## src/rtl/vram_write_scheduler.sv

```systemverilog
// Sole writer of the etch-a-sketch VRAM: runs full-screen clears and stamps a
// square brush around each accepted touch point, one pixel per clock.
module vram_write_scheduler #(
  parameter int          DISPLAY_WIDTH  = 240,
  parameter int          DISPLAY_HEIGHT = 320,
  parameter int          VRAM_L         = DISPLAY_WIDTH * DISPLAY_HEIGHT,
  parameter logic [15:0] CLEAR_COLOR    = 16'hFFFF,
  parameter int          BRUSH_R        = 1,
  localparam int         AW             = $clog2(VRAM_L)
) (
  input  logic          clk,
  input  logic          rst,
  input  logic          clear_req,
  input  logic          touch_valid,
  output logic          touch_ready,
  input  logic [8:0]    touch_x,
  input  logic [8:0]    touch_y,
  input  logic [15:0]   pen_color,
  output logic          busy,
  output logic          clear_done,
  output logic          vram_wr_ena,
  output logic [AW-1:0] vram_wr_addr,
  output logic [15:0]   vram_wr_data
);

  localparam int CW = $clog2(VRAM_L + 1);
  localparam logic signed [3:0] R_POS = 4'(BRUSH_R);
  localparam logic signed [3:0] R_NEG = -R_POS;

  typedef enum logic [1:0] {S_CLEAR, S_IDLE, S_STAMP} state_t;

  state_t             r_state, w_state_nxt;
  logic [CW-1:0]      r_cnt, w_cnt_nxt;
  logic signed [3:0]  r_dx, r_dy, w_dx_nxt, w_dy_nxt;
  logic               r_ena, r_ready, r_busy, r_done;
  logic               w_ena_nxt, w_ready_nxt, w_busy_nxt, w_done_nxt;
  logic [AW-1:0]      r_addr, w_addr_nxt;
  logic [15:0]        r_data, w_data_nxt;
  logic [8:0]         r_cx, r_cy;
  logic [15:0]        r_color;
  logic               w_latch;

  // Slot generator: selects the pixel that the next posedge would present.
  logic [8:0]         w_bx, w_by;
  logic [15:0]        w_bcol;
  logic signed [3:0]  w_sdx, w_sdy;
  logic signed [10:0] w_px, w_py;
  logic               w_inr, w_last;
  logic [AW-1:0]      w_slot_addr;

  always_comb begin
    w_bx   = touch_x;
    w_by   = touch_y;
    w_bcol = pen_color;
    w_sdx  = R_NEG;
    w_sdy  = R_NEG;
    if (r_state == S_STAMP) begin
      w_bx   = r_cx;
      w_by   = r_cy;
      w_bcol = r_color;
      if (r_dx == R_POS) begin
        w_sdx = R_NEG;
        w_sdy = r_dy + 4'sd1;
      end else begin
        w_sdx = r_dx + 4'sd1;
        w_sdy = r_dy;
      end
    end
  end

  assign w_px   = $signed({2'b00, w_bx}) + $signed({{7{w_sdx[3]}}, w_sdx});
  assign w_py   = $signed({2'b00, w_by}) + $signed({{7{w_sdy[3]}}, w_sdy});
  assign w_inr  = !w_px[10] && !w_py[10] &&
                  (w_px[9:0] < 10'(DISPLAY_WIDTH)) && (w_py[9:0] < 10'(DISPLAY_HEIGHT));
  assign w_slot_addr = AW'(w_py[9:0]) * AW'(DISPLAY_WIDTH) + AW'(w_px[9:0]);
  assign w_last = (r_dx == R_POS) && (r_dy == R_POS);

  always_comb begin
    w_state_nxt = r_state;
    w_cnt_nxt   = r_cnt;
    w_dx_nxt    = r_dx;
    w_dy_nxt    = r_dy;
    w_ena_nxt   = 1'b0;
    w_addr_nxt  = r_addr;
    w_data_nxt  = r_data;
    w_ready_nxt = 1'b0;
    w_busy_nxt  = 1'b1;
    w_done_nxt  = 1'b0;
    w_latch     = 1'b0;
    if (clear_req) begin
      // A clear request from any state restarts the sweep with address 0 now.
      w_state_nxt = S_CLEAR;
      w_ena_nxt   = 1'b1;
      w_addr_nxt  = '0;
      w_data_nxt  = CLEAR_COLOR;
      w_cnt_nxt   = CW'(1);
    end else begin
      case (r_state)
        S_CLEAR: begin
          if (r_cnt == CW'(VRAM_L)) begin
            w_state_nxt = S_IDLE;
            w_done_nxt  = 1'b1;
            w_ready_nxt = 1'b1;
            w_busy_nxt  = 1'b0;
          end else begin
            w_ena_nxt  = 1'b1;
            w_addr_nxt = AW'(r_cnt);
            w_data_nxt = CLEAR_COLOR;
            w_cnt_nxt  = r_cnt + CW'(1);
          end
        end
        S_IDLE: begin
          w_ready_nxt = 1'b1;
          w_busy_nxt  = 1'b0;
          if (touch_valid) begin
            w_latch     = 1'b1;
            w_state_nxt = S_STAMP;
            w_ready_nxt = 1'b0;
            w_busy_nxt  = 1'b1;
            w_dx_nxt    = w_sdx;
            w_dy_nxt    = w_sdy;
            w_ena_nxt   = w_inr;
            if (w_inr) begin
              w_addr_nxt = w_slot_addr;
              w_data_nxt = w_bcol;
            end
          end
        end
        S_STAMP: begin
          if (w_last) begin
            w_state_nxt = S_IDLE;
            w_ready_nxt = 1'b1;
            w_busy_nxt  = 1'b0;
          end else begin
            w_dx_nxt  = w_sdx;
            w_dy_nxt  = w_sdy;
            w_ena_nxt = w_inr;
            if (w_inr) begin
              w_addr_nxt = w_slot_addr;
              w_data_nxt = w_bcol;
            end
          end
        end
        default: w_state_nxt = S_CLEAR;
      endcase
    end
  end

  always_ff @(posedge clk or posedge rst) begin
    if (rst) begin
      r_state <= S_CLEAR;
      r_cnt   <= '0;
      r_dx    <= R_NEG;
      r_dy    <= R_NEG;
      r_ena   <= 1'b0;
      r_addr  <= '0;
      r_data  <= CLEAR_COLOR;
      r_ready <= 1'b0;
      r_busy  <= 1'b1;
      r_done  <= 1'b0;
    end else begin
      r_state <= w_state_nxt;
      r_cnt   <= w_cnt_nxt;
      r_dx    <= w_dx_nxt;
      r_dy    <= w_dy_nxt;
      r_ena   <= w_ena_nxt;
      r_addr  <= w_addr_nxt;
      r_data  <= w_data_nxt;
      r_ready <= w_ready_nxt;
      r_busy  <= w_busy_nxt;
      r_done  <= w_done_nxt;
    end
  end

  // Touch point and colour are pure data; only meaningful once latched.
  always_ff @(posedge clk) begin
    if (w_latch) begin
      r_cx    <= touch_x;
      r_cy    <= touch_y;
      r_color <= pen_color;
    end
  end

  assign vram_wr_ena  = r_ena;
  assign vram_wr_addr = r_addr;
  assign vram_wr_data = r_data;
  assign touch_ready  = r_ready;
  assign busy         = r_busy;
  assign clear_done   = r_done;

endmodule
```

## config.mk

```make
export PLATFORM = sky130hd
export DESIGN_NAME = vram_write_scheduler
export DESIGN_NICKNAME = d
export VERILOG_FILES = /design/src/rtl/vram_write_scheduler.sv
export SDC_FILE = /design/constraint.sdc
export NUM_CORES = 1
export LEC_CHECK = 0
export BUFFER_PORTS_ARGS = -buffer_cell sky130_fd_sc_hd__buf_2
export CORE_UTILIZATION = 45
export DETAILED_ROUTE_END_ITERATION = 6
export GPL_TIMING_DRIVEN = 0
export HOLD_SLACK_MARGIN = 0.12
export PLACE_DENSITY = 0.74
export SLEW_MARGIN = 20
export SYNTH_ARGS = -nofsm -noshare
export SYNTH_HDL_FRONTEND = slang
export SYNTH_SLANG_ARGS = --single-unit
```

## constraint.sdc

```tcl
create_clock -name clk -period 6.95 [get_ports clk]
set_input_delay 1.39 -clock clk [delete_from_list [all_inputs] [get_ports clk]]
set_output_delay 1.39 -clock clk [all_outputs]
set_load 0.02 [all_outputs]
```

==> run summary <==
width of the chip - 126 um
post-place instance area - 0.00756 mm^2
biggest fanout along the worst timing path - 10
startpoint type of the worst setup path - flip-flop
most used standard cell by instance count after synthesis - sky130_fd_sc_hd__ha_1
total power - 2530 uW
first-pass GRT wire length - 24800 um
data required time of the worst path - 7.25 ns
min-delay src - vram_wr_addr[14]
number of placement rows - 44
critical path data arrival time - 6.75 ns
Synth Warn # - 0
clock latency on the worst-skew pair - 0.35 ns
worst flop-to-flop path startpoint - r_state[0]
count of pins on the block boundary - 75
max-slew headroom at the worst pin - 53.6%
number of setup violations in the final report - 0
filler cell count in the final layout - 1313
overall overflow remaining after global route - 0
most used routing layer - met2
met2 routing resource usage after global routing - 33.9%
fraction of the core area covered by cells at the end of the flow - 53.7%
leading register cell type out of synthesis - sky130_fd_sc_hd__dfrtp_1
Final period util - 92.8%
y dimension of the die - 126 um
number of standard cells after synthesis - 664
number of enable flip-flop cells after synthesis - 34
routed wire length - 14900 um
drt drc - 0
number of max-slew violations in the final report - 0
area fraction of the dominant cell type after synthesis - 14.8%
number of cells in the design after placement - 923
die footprint - 0.0158 mm^2
Final ANT Viol Nets - 0
via total after detailed routing - 5152
transition time of the tightest slew-check pin - 0.696 ns
CTS tree - built
maximum root-to-sink buffer count - 2
result of the run - complete, no violations
number of hold buffers added after cts - 0
Initial Utilization - 46.8%
pin count of the biggest net entering global routing - 59
power per standard cell area - 319 mW/mm^2
initial antenna violation count - 0
share of the yosys chip area belonging to registers - 38.5%
total of max-cap violations - 0
Worst Hold Class - flip-flop to flip-flop
synth cell count leaders - sky130_fd_sc_hd__ha_1 (57), sky130_fd_sc_hd__inv_1 (56), sky130_fd_sc_hd__nor2_1 (47)
# nets final - 861
leading cell types by total area after synthesis - sky130_fd_sc_hd__edfxtp_1 (15%), sky130_fd_sc_hd__dfrtp_1 (14%), sky130_fd_sc_hd__ha_1 (10%), sky130_fd_sc_hd__dfstp_2 (9.5%), sky130_fd_sc_hd__fa_1 (4.6%)
met3 track utilization from global routing - 3.65%
met1 usage in global routing - 25.6%
CTS HTree Levels - 3
P_leak - 0.00330 uW
Via-to-Cell Ratio - 5.49
share of final-layout standard cells stronger than drive strength 1 - 23.6%
standard cell core area - 0.0148 mm^2
first-pass iteration count of the detailed router - 4
Worst Setup Path Type - flip-flop to flip-flop
number of unique standard cell types used by synthesis - 63
f_max - 155 MHz
Area Growth Syn to Fin - 14.9%
GRT Resource Usage Total - 19.8%
filler-free cell count of the finished design - 939
clock-pin slew on the worst setup and hold paths - 0.07 ns
via count of the first global-routing pass - 5120
initial DRC count - 221
share of flip-flops with an asynchronous set or reset - 65.3%
unrepaired setup endpoints after global routing - no
final total negative setup slack - 0 ns
Antenna Cells - 0
VDD IR-drop max - 0.166 mV
HPWL reported at the end of detailed placement - 11400 um
crit path time final - 6.45 ns
Placer Congestion - 0.845
cell taking the most area after synthesis - sky130_fd_sc_hd__edfxtp_1
net count after synthesis - 775
clock buffers created by TritonCTS - 9
final routed wire length divided by cell count - 15.8 um
skew final - 0.00937 ns
Buffers on Ports - 73
#FFs+latches synth - 98
CP Launch Point - r_state[0]
netlist area before placement - 0.00690 mm^2
hold violation count in the final report - 0
per-instance average area after synthesis - 10.4 um^2
clock root buffer - sky130_fd_sc_hd__clkbuf_16
Non-Filler Cell Area, Final - 0.00793 mm^2
nature of the critical path endpoint - flip-flop
total number of clock tree sinks - 98
logic make-up (layout without fill, tap and decap cells):
kind of cell	Yosys count	after routing	share of synthesized area, %
AND/OR/NAND/NOR	163	163	11.6
AO/OA/AOI/OAI	133	133	13.0
flip-flops	98	98	38.5
buffers and inverters	78	169	4.39
adder cells (fa/ha/maj)	73	73	15.0
multiplexers	65	65	10.7
XOR/XNOR	54	54	6.86
cells in the final DEF, fill, tap and decap left out, types with 28 or more instances in the layout:
master,count
sky130_fd_sc_hd__xnor2_1,31
sky130_fd_sc_hd__a21oi_1,44
sky130_fd_sc_hd__mux2_2,28
sky130_fd_sc_hd__buf_2,75
sky130_fd_sc_hd__nor2_1,46
sky130_fd_sc_hd__dfrtp_1,39
sky130_fd_sc_hd__inv_1,55
sky130_fd_sc_hd__ha_1,57
sky130_fd_sc_hd__nand2_1,38
sky130_fd_sc_hd__edfxtp_1,34
worst max-delay path, stage by stage, from the launching register on:
cell	delay (ns)
sky130_fd_sc_hd__dfrtp_1	0.42
sky130_fd_sc_hd__inv_1	0.13
sky130_fd_sc_hd__ha_1	0.26
sky130_fd_sc_hd__clkbuf_4	0.27
sky130_fd_sc_hd__clkbuf_4	0.28
sky130_fd_sc_hd__mux2_2	0.19
sky130_fd_sc_hd__ha_1	0.19
sky130_fd_sc_hd__inv_1	0.07
sky130_fd_sc_hd__fa_1	0.43
sky130_fd_sc_hd__xnor2_2	0.27
sky130_fd_sc_hd__inv_1	0.14
sky130_fd_sc_hd__fa_1	0.53
sky130_fd_sc_hd__fa_1	0.55
sky130_fd_sc_hd__inv_1	0.05
sky130_fd_sc_hd__ha_1	0.26
sky130_fd_sc_hd__a21oi_1	0.25
sky130_fd_sc_hd__inv_1	0.07
sky130_fd_sc_hd__a21oi_1	0.17
sky130_fd_sc_hd__xnor2_1	0.14
sky130_fd_sc_hd__ha_1	0.22
sky130_fd_sc_hd__a2111o_1	0.13
sky130_fd_sc_hd__o2111ai_1	0.15
sky130_fd_sc_hd__nand4bb_1	0.32
sky130_fd_sc_hd__o311a_1	0.37
sky130_fd_sc_hd__a2111oi_4	0.33
sky130_fd_sc_hd__mux2_4	0.20
metal layers:
metal | wire length, um | vias up
li1 | - | 2534
met1 | 6710 | 2465
met2 | 7130 | 138
met3 | 817 | 15
met4 | 204 | 0
met5 | 0 | -
area by class of cell:
cell class / instances / area, um^2 / share of cell area (%)
flip-flops and latches: 98 / 2650 / 33.5
multi-input cells: 488 / 3990 / 50.4
clock buffers: 9 / 225 / 2.84
plain buffers: 22 / 105 / 1.33
clock inverters: 7 / 86.3 / 1.09
inverters: 56 / 213 / 2.68
repair buffers: 75 / 420 / 5.30
well taps: 184 / 230 / 2.90
path summary, 6_finish.rpt:
check                           cells past startpoint  slack, ns          endpoint
worst max register to register                     25       0.50  vram_wr_addr[15]
max in group asynchronous                           3       5.49  vram_wr_data[11]
worst max-delay path                               25       0.50  vram_wr_addr[15]
worst min register to register                      1       0.51  vram_wr_addr[14]
worst min-delay path                                1       0.51  vram_wr_addr[14]
min in group asynchronous                           2       0.92  vram_wr_addr[13]
through the flow:
stage	hold WS, ns	worst slack (ns)
detailed placement	0.498	-0.605
CTS	0.516	0.0143
global route	0.537	0.0520
global placement	0.492	-0.450
finish	0.511	0.498
floorplan	0.494	0.793
what timing repair did:
action	in CTS	in global routing
buffers inserted	0	0
resized for setup	5	11
setup endpoints to repair	4	4
pin swaps	0	0
state kept, by name, summed over array words and instances (netlist names):
signal	cells
r_state	2
r_cy	9
r_dy	4
vram_wr_addr	17
r_color	16
r_cnt	17
clear_done	1
vram_wr_data	16
vram_wr_ena	1
busy	1
r_cx	9
r_dx	4
touch_ready	1
power by group:
part	switching [uW]	internal [uW]	leakage (uW)
combinational	720	531	0.00205
sequential	62.8	692	0.00110
clock	235	286	0.000150
No activity file was read; power rests on OpenSTA's default activity.
